File: src/rtl/uart_pkg.sv
// Shared UART constants and FIFO flag helpers.
// Used by the TX and RX FIFO instances.
package uart_pkg;

  localparam int UART_DATA_WIDTH = 8;
  localparam int UART_FIFO_AW    = 4;
  localparam int UART_AFULL_LVL  = 12;
  localparam int UART_AEMPTY_LVL = 2;

  typedef struct packed {
    logic full;
    logic empty;
    logic afull;
    logic aempty;
  } fifo_flags_t;

  function automatic fifo_flags_t fifo_flags(
    input int unsigned cnt,
    input int unsigned depth,
    input int unsigned afl,
    input int unsigned ael
  );
    fifo_flags_t f;
    f.full   = (cnt == depth);
    f.empty  = (cnt == 0);
    f.afull  = (cnt >= afl);
    f.aempty = (cnt <= ael);
    return f;
  endfunction

endpackage

File: src/rtl/fifo_ram.sv
// Simple dual-port RAM, registered read with read enable.
// The read register holds its word until the next enabled read.
module fifo_ram #(
  parameter int DATA_WIDTH = 8,
  parameter int RAM_DEPTH  = 16,
  parameter int ADDR_WIDTH = 4
) (
  input  logic                  clk,
  input  logic                  w_en,
  input  logic [ADDR_WIDTH-1:0] w_addr,
  input  logic [DATA_WIDTH-1:0] w_data,
  input  logic                  r_en,
  input  logic [ADDR_WIDTH-1:0] r_addr,
  output logic [DATA_WIDTH-1:0] r_data
);

  logic [DATA_WIDTH-1:0] mem [RAM_DEPTH];

  always_ff @(posedge clk) begin
    if (w_en) mem[w_addr] <= w_data;
    if (r_en) r_data <= mem[r_addr];
  end

endmodule

File: src/rtl/uart_sync_fifo.sv
// Single-clock UART FIFO controller around fifo_ram.
// Registered flags, sticky errors, flush and optional FWFT output.
module uart_sync_fifo
  import uart_pkg::*;
#(
  parameter int DATA_WIDTH = UART_DATA_WIDTH,
  parameter int ADDR_WIDTH = UART_FIFO_AW,
  parameter int AFULL_LVL  = UART_AFULL_LVL,
  parameter int AEMPTY_LVL = UART_AEMPTY_LVL,
  parameter bit FWFT       = 1'b1
) (
  input  logic                  clk,
  input  logic                  rst_n,
  input  logic                  flush,
  input  logic                  w_en,
  input  logic [DATA_WIDTH-1:0] w_data,
  input  logic                  r_en,
  output logic [DATA_WIDTH-1:0] r_data,
  output logic                  r_valid,
  output logic                  full,
  output logic                  empty,
  output logic                  afull,
  output logic                  aempty,
  output logic [ADDR_WIDTH:0]   count,
  output logic                  overflow,
  output logic                  underflow
);

  localparam int DEPTH = 2**ADDR_WIDTH;
  localparam int PW    = ADDR_WIDTH + 1;

  logic [PW-1:0]         wr_ptr;
  logic [PW-1:0]         rd_ptr;
  logic [PW-1:0]         count_nxt;
  logic [DATA_WIDTH-1:0] ram_data;
  logic                  wr_acc;
  logic                  ram_rd;
  logic                  pend;
  logic                  pend_nxt;
  logic                  load;
  logic                  vld_nxt;
  logic                  dec;
  logic                  rd_bad;
  fifo_flags_t           flags_nxt;

`ifndef SYNTHESIS
  if (!(AEMPTY_LVL > 0 && AEMPTY_LVL < AFULL_LVL &&
        AFULL_LVL <= DEPTH)) begin : g_bad_lvl
    $error("uart_sync_fifo: illegal AFULL_LVL/AEMPTY_LVL");
  end
`endif

  assign wr_acc = w_en && !full;

  // pend: the RAM read register holds a word not yet moved to r_data
  if (FWFT) begin : g_fwft
    logic pop;
    logic ram_avail;
    assign ram_avail = (wr_ptr != rd_ptr);
    assign pop       = r_en && r_valid;
    assign load      = pend && (!r_valid || pop);
    assign ram_rd    = ram_avail && (!pend || load);
    assign pend_nxt  = ram_rd || (pend && !load);
    assign vld_nxt   = load || (r_valid && !pop);
    assign dec       = pop;
    assign rd_bad    = r_en && !r_valid;
  end else begin : g_std
    assign ram_rd    = r_en && !empty;
    assign load      = pend;
    assign pend_nxt  = ram_rd;
    assign vld_nxt   = pend;
    assign dec       = ram_rd;
    assign rd_bad    = r_en && empty;
  end

  always_comb begin
    count_nxt = count;
    unique case ({wr_acc, dec})
      2'b10:   count_nxt = count + 1'b1;
      2'b01:   count_nxt = count - 1'b1;
      default: count_nxt = count;
    endcase
  end

  assign flags_nxt = fifo_flags(32'(count_nxt), DEPTH,
                                AFULL_LVL, AEMPTY_LVL);

  always_ff @(posedge clk or negedge rst_n) begin
    if (!rst_n) begin
      wr_ptr    <= '0;
      rd_ptr    <= '0;
      count     <= '0;
      pend      <= 1'b0;
      r_valid   <= 1'b0;
      r_data    <= '0;
      full      <= 1'b0;
      empty     <= 1'b1;
      afull     <= 1'b0;
      aempty    <= 1'b1;
      overflow  <= 1'b0;
      underflow <= 1'b0;
    end else if (flush) begin
      wr_ptr    <= '0;
      rd_ptr    <= '0;
      count     <= '0;
      pend      <= 1'b0;
      r_valid   <= 1'b0;
      full      <= 1'b0;
      empty     <= 1'b1;
      afull     <= 1'b0;
      aempty    <= 1'b1;
      overflow  <= 1'b0;
      underflow <= 1'b0;
    end else begin
      if (wr_acc) wr_ptr <= wr_ptr + 1'b1;
      if (ram_rd) rd_ptr <= rd_ptr + 1'b1;
      if (load)   r_data <= ram_data;
      count   <= count_nxt;
      pend    <= pend_nxt;
      r_valid <= vld_nxt;
      {full, empty, afull, aempty} <= flags_nxt;
      if (w_en && full) overflow  <= 1'b1;
      if (rd_bad)       underflow <= 1'b1;
    end
  end

  fifo_ram #(
    .DATA_WIDTH(DATA_WIDTH),
    .RAM_DEPTH (DEPTH),
    .ADDR_WIDTH(ADDR_WIDTH)
  ) u_ram (
    .clk   (clk),
    .w_en  (wr_acc && !flush),
    .w_addr(wr_ptr[ADDR_WIDTH-1:0]),
    .w_data(w_data),
    .r_en  (ram_rd && !flush),
    .r_addr(rd_ptr[ADDR_WIDTH-1:0]),
    .r_data(ram_data)
  );

endmodule

File: config.mk
export PLATFORM = sky130hd
export DESIGN_NAME = uart_sync_fifo
export DESIGN_NICKNAME = d
export VERILOG_FILES = /design/src/rtl/uart_pkg.sv /design/src/rtl/fifo_ram.sv /design/src/rtl/uart_sync_fifo.sv
export SDC_FILE = /design/constraint.sdc
export NUM_CORES = 1
export LEC_CHECK = 0
export ABC_AREA = 1
export CAP_MARGIN = 10
export CELL_PAD_IN_SITES_DETAIL_PLACEMENT = 2
export CELL_PAD_IN_SITES_GLOBAL_PLACEMENT = 2
export CORE_MARGIN = 3
export CORE_UTILIZATION = 40
export DETAILED_ROUTE_END_ITERATION = 12
export DONT_BUFFER_PORTS = 1
export GPL_ROUTABILITY_DRIVEN = 0
export PLACE_DENSITY_LB_ADDON = 0.1
export SLEW_MARGIN = 20
export SYNTH_ARGS = -nofsm -noshare
export SYNTH_HDL_FRONTEND = slang
export SYNTH_HIERARCHICAL = 1
export SYNTH_SLANG_ARGS = --single-unit
File: constraint.sdc
create_clock -name clk -period 5 [get_ports clk]
set_clock_uncertainty 0.05 [all_clocks]
set_input_delay 0.75 -clock clk [delete_from_list [all_inputs] [get_ports clk]]
set_output_delay 0.75 -clock clk [all_outputs]
set_load 0.005 [all_outputs]
== Word level (Yosys, flattened, before mapping) ==
Memories as Yosys holds them, arrays and structs flattened. A register that Yosys moved wholly into a read port is not among the register bits.
Cells that the tools add are included.
Word-level totals
  register bits: 31
  latch bits: 0
  RAM bits: 128
  bits in read-only memories: 0
  input bits: 13
  logic and storage cells: 68
  memories: 1
Operators by class
  add/subtract/negate cells: 4
  $mul: 0
  divide/modulo/power cells: 0
  $lt $le $gt $ge: 2
  equal/unequal tests: 4
  shift operators: 0
  mux-type cells: 18
  bitwise operators: 1
  reduce and logical (&&, ||, !) cells: 26
Memory list
  u_ram.mem: words 16, bits a word 8, rd ports 1, clocked after Yosys merged registers in 1, wr ports 1, line fifo_ram.sv:17  | logic [DATA_WIDTH-1:0] mem [RAM_DEPTH];
Operators by type and width (count)
  2-to-1 mux 5 bit: 5
  adder 5 x 1 -> 5 bit, second input constant: 3
  2-to-1 mux 1 bit: 12
  logical AND 1 bit: 10
  case mux 5 bit (2 select lines): 1
  nonzero test 2 bit: 4
  zero test 1 bit: 6
  == test 5 bit, second input constant: 1
  greater-or-equal comparator 5 x 4 -> 1 bit, second input constant: 1
  less-or-equal comparator 5 x 2 -> 1 bit, second input constant: 1
  zero test 5 bit: 1
  != test 5 bit: 1
  subtractor 5 x 1 -> 5 bit, second input constant: 1
  logical OR 1 bit: 4
  == test 2 x 1 -> 1 bit, second input constant: 1
  == test 2 bit, second input constant: 1
  AND reduction 2 bit: 1
  NOT 1 bit: 1

== Depth between registers and ports, before layout ==
  depth after elaboration: 7
  depth in mapped cells: 17

== Modules after synthesis ==
Netlist, hierarchy kept.
Modules (own cells, without submodules)
  fifo_ram: instances 1, cells an instance 551, area an instance 5846.9 um^2, seq. area each 4083.9 um^2
  uart_sync_fifo: instances 1, cells an instance 186, area an instance 1659.1 um^2, seq. area each 778.2 um^2

== Least setup slack after synthesis ==
Ideal clock, no wire load.
  path type: input to register
  start point: input w_en
  end point: register empty
  setup time: 0.070 ns
  data arrival time: 2.340 ns
  data required time: 4.880 ns
  path slack: 2.540 ns
  stages on the path: 12
  path buffers: 0
  path through: inv_1 nor2_1 inv_1 ha_1 nor2_1 nor2_4 ha_1 mux2i_1 nand2_1 nor2_1 nand2_2 o21bai_2
Between the ends
  longest elaborated chain between the ends: 5
Ends and longest elaborated chain
  start: declaration: line uart_sync_fifo.sv:15  | input logic w_en,
  logical AND 1 bit *: line uart_sync_fifo.sv:53  | assign wr_acc = w_en && !full;
  == test 2 x 1 -> 1 bit or == test 2 bit (tied branches): line uart_sync_fifo.sv:78  | unique case ({wr_acc, dec})
  case mux 5 bit (2 select lines) *: line uart_sync_fifo.sv:78
  zero test 5 bit *: line uart_pkg.sv:25  | f.empty = (cnt == 0);
  2-to-1 mux 1 bit *: line uart_sync_fifo.sv:102  | end else if (flush) begin
  end signal: assignment: line uart_sync_fifo.sv:121  | {full, empty, afull, aempty} <= flags_nxt;
  end: declaration: line uart_sync_fifo.sv:21  | output logic empty,
Every way passes the cells marked *; elsewhere a longest branch is shown, timed or not.
A chain may end at the register's enable or synchronous reset.

== Worst setup path after layout ==
  start point: register rd_ptr[0]
  end point: register u_ram.r_data[4] (read register of u_ram.mem), data pin
Between the ends
  longest elaborated chain between the ends: 3
Ends and longest elaborated chain
  start: declaration: line uart_sync_fifo.sv:33  | logic [PW-1:0] rd_ptr;
  start signal: assignment: line uart_sync_fifo.sv:116  | if (ram_rd) rd_ptr <= rd_ptr + 1'b1;
  != test 5 bit: line uart_sync_fifo.sv:59  | assign ram_avail = (wr_ptr != rd_ptr);
  logical AND 1 bit: line uart_sync_fifo.sv:62  | assign ram_rd = ram_avail && (!pend || load);
  logical AND 1 bit: line uart_sync_fifo.sv:136  | .r_en (ram_rd && !flush),
  end: declaration: line fifo_ram.sv:14  | output logic [DATA_WIDTH-1:0] r_data
Several ways; a longest one is shown, not always the timed one.

==> results.cfg <==
[outcome]
status = finished, final reports clean

[global_routing]
grt_pass1_vias = 5502
grt_start_max_net_pins = 65
grt_pass1_wl_um = 33600
top_usage_layer = met2
grt_usage = 0.224
antenna_found_initial = 0
grt_util_met1 = 0.305
use_met2 = 0.378
met3_usage = 0.0385
grt-ovfl-total = 0

[place]
placed_cells = 942
placed_cell_area_mm2 = 0.00763
hpwl_um = 14500
portBuffers = 0

[power]
power_density_mw_per_mm2 = 493
p_comb_frac = 0.255
internal-power_mw = 2.61
p_sw_mw = 1.42
pwr-share-clk = 0.298
seqPwrFrac = 0.447
p_sw_frac = 0.353
peakVddDrop_uv = 257
p_leak_nw = 3.52

[clock_network]
cts_made_buffers = 17
cts_buffer_depth = 2
cts_num_sinks = 167
cts_tree = yes
cts_resized = 0
clockRootBuffer = clkbuf_16
h-tree-depth = 4
insertion_delay_ns = 0.43
clkTransAtPathRegs_ns = 0.07

[cells_and_area]
layoutNonFillerInstCount = 975
multi_input_area_mm2 = 0.00200
register_area_mm2 = 0.00486
utilization = 0.449
nFillCells = 1910
final_layout_size_suffix_gt1_frac = 0.0858
stdcell_area_mm2 = 0.00818
area_growth_pct = 9.02
num_antenna_cells = 0
fin_nets = 751

[die]
num_rows = 49
design.core.area_mm2 = 0.0182
initial_core_util = 0.412
ios = 33
die_w_um = 143
dieArea_mm2 = 0.0204
die_y_um = 143

[yosys]
yosysUniqueCellTypes = 35
ys_ff_latch = 167
ys.flop_type = edfxtp_1
syn_nets = 755
synth_area_leaders = edfxtp_1, nand2_1, dfrtp_1
yosysMostFrequentCell = nand2_1
post-synth-top-area-cell = edfxtp_1
netlist_area_mm2 = 0.00751
avgSynthCellArea_um2 = 10.2
ys_seq_area_frac = 0.648
synth_cells = 737
synth_common_cells = nand2_1, edfxtp_1, inv_1, nand3_1, nor2_1
ys_warn_count = 6
synthArstFlopShare = 0.186
synth_edf_count = 136
yosys.area.top_type_share = 0.544

[timing]
tightest_slew_ns = 0.966
holdWs_ns = 0.100
tns_ns = 0
final.period_utilization = 0.541
slew_violations = 0
fmaxAchievable_ghz = 0.369
finalSetupViolCount = 0
fin_crit_ns = 2.71
hold_viol_final = 0
maxSlewHeadroom = 0.356
rsz0062_at_grt = no

[route]
wl_um = 21500
wl_per_cell_um = 22.1
drt_iter0_drc = 239
first_pass_iters = 4
vias = 5025
drc = 0
ant_nets = 0
viasPerCell = 5.15

[worst_setup_path]
cp_cell_sequence = clkinv_2, nand2_1, nand2_1, nand2_1, nand3_1, nand3_1, nand2_1
cp.arrival_ns = 2.83
start_kind = flop
crit_path_max_fanout = 64
crit_required_ns = 5.12
max_stage_delay_ns = 0.87
critPathBufInv = 1
cp_common_cell = nand2_1
end_kind = flop
slowest_stage = clkinv_2
critPathKind = flop to flop
cp_top_family = buffers and inverters

[min_path]
min_path_type = input pin to async pin

[flow_run]
drv_cap = 0
[cell usage in the layout, fill, tap and decap left out, types with 2 or more instances in the layout]
cell type   netlist  final
clkbuf_1          1      2
nand3_2           3      3
a21oi_1           7      7
dfstp_2           2      2
clkinv_1          1      2
buf_4             5      2
nand3_1         113    113
clkinv_2          0      3
clkinvlp_4        0      3
clkinv_4          0      2
nor3_1            2      2
edfxtp_1        136    136
xnor2_1           2      2
dfrtp_1          29     28
ha_1              5      5
inv_1           119    119
mux2_2            8      8
nand3b_1          2      2
o21ai_0           5      5
nand2_1         209    209
inv_2             4      3
clkbuf_16         0     17
inv_6             0      5
nand2_2           7      7
nor2_1           38     38
xor2_1            7      7
o21ai_1           2      2
[worst register-to-register path, delay by kind of cell (launching register included)]
kind | cells | cell delay [ns]
buf+inv | 1 | 0.89
simple gates | 6 | 0.83
flops | 1 | 0.69
[cell type report]
| class | instances | area share |
|---|---|---|
| sequential | 167 | 0.594 |
| clock buffer | 19 | 0.0529 |
| multi-input combinational | 420 | 0.244 |
| timing repair buffer | 3 | 0.00428 |
| tap | 229 | 0.0350 |
| clock inverter | 13 | 0.0119 |
| inverter | 124 | 0.0570 |
[state kept, by name (all words and copies together), names as in the netlist]
register and count:
u_ram/mem 128, r_data 8, u_ram/r_data 8, count 5
rd_ptr 5, wr_ptr 5, aempty 1, afull 1
empty 1, full 1, overflow 1, pend 1
r_valid 1, underflow 1
[cell families after synthesis]
kind of cell    after synthesis  synth area share
flops                       167             0.648
mux                           9            0.0133
xor+xnor                      9            0.0105
buf+inv                     150            0.0857
fa+ha+maj                     5           0.00833
simple gates                377             0.216
compound gates               20            0.0185
[per-layer routing]
layer,up-vias,share of wire
li1,2377,-
met1,2559,0.45
met2,74,0.50
met3,15,0.033
met4,0,0.010
met5,-,0
[what timing repair did]
item                      CTS  global route
hold buffers                1             0
hold endpoints to repair   29             0
buffers inserted            0             0
[power groups by stage]
stage,clock network (mW),registers [mW],logic [mW]
2_1_floorplan,0,1.76,0.779
4_1_cts,1.23,1.81,1.05
6_report,1.20,1.80,1.03
3_3_place_gp,0,1.83,0.994
3_5_place_dp,0,1.83,1.03
5_1_grt,1.30,1.83,1.16
[path summary, 6_finish.rpt]
kind                                           start                        end  slack (ns)  cells past startpoint
setup reg to reg               rd_ptr[0]$_DFFE_PN0P_  u_ram/r_data[4]$_DFFE_PP_        2.29                      7
hold reg to reg            u_ram/r_data[7]$_DFFE_PP_      r_data[7]$_DFFE_PN0P_        0.44                      1
hold / removal                                 rst_n       overflow$_DFFE_PN0P_        0.10                      1
min in group clk                               flush       overflow$_DFFE_PN0P_        0.33                      1
max in group asynchronous                      rst_n      rd_ptr[0]$_DFFE_PN0P_        4.62                      1
setup / recovery               rd_ptr[0]$_DFFE_PN0P_  u_ram/r_data[4]$_DFFE_PP_        2.29                      7
[per-stage QoR]
stage	setup slack, ns	power, mW
2_1_floorplan	2.54	2.54
3_3_place_gp	2.11	2.82
3_5_place_dp	2.01	2.86
4_1_cts	2.32	4.09
5_1_grt	2.01	4.28
6_report	2.29	4.03
No activity file was read; power rests on OpenSTA's default activity.
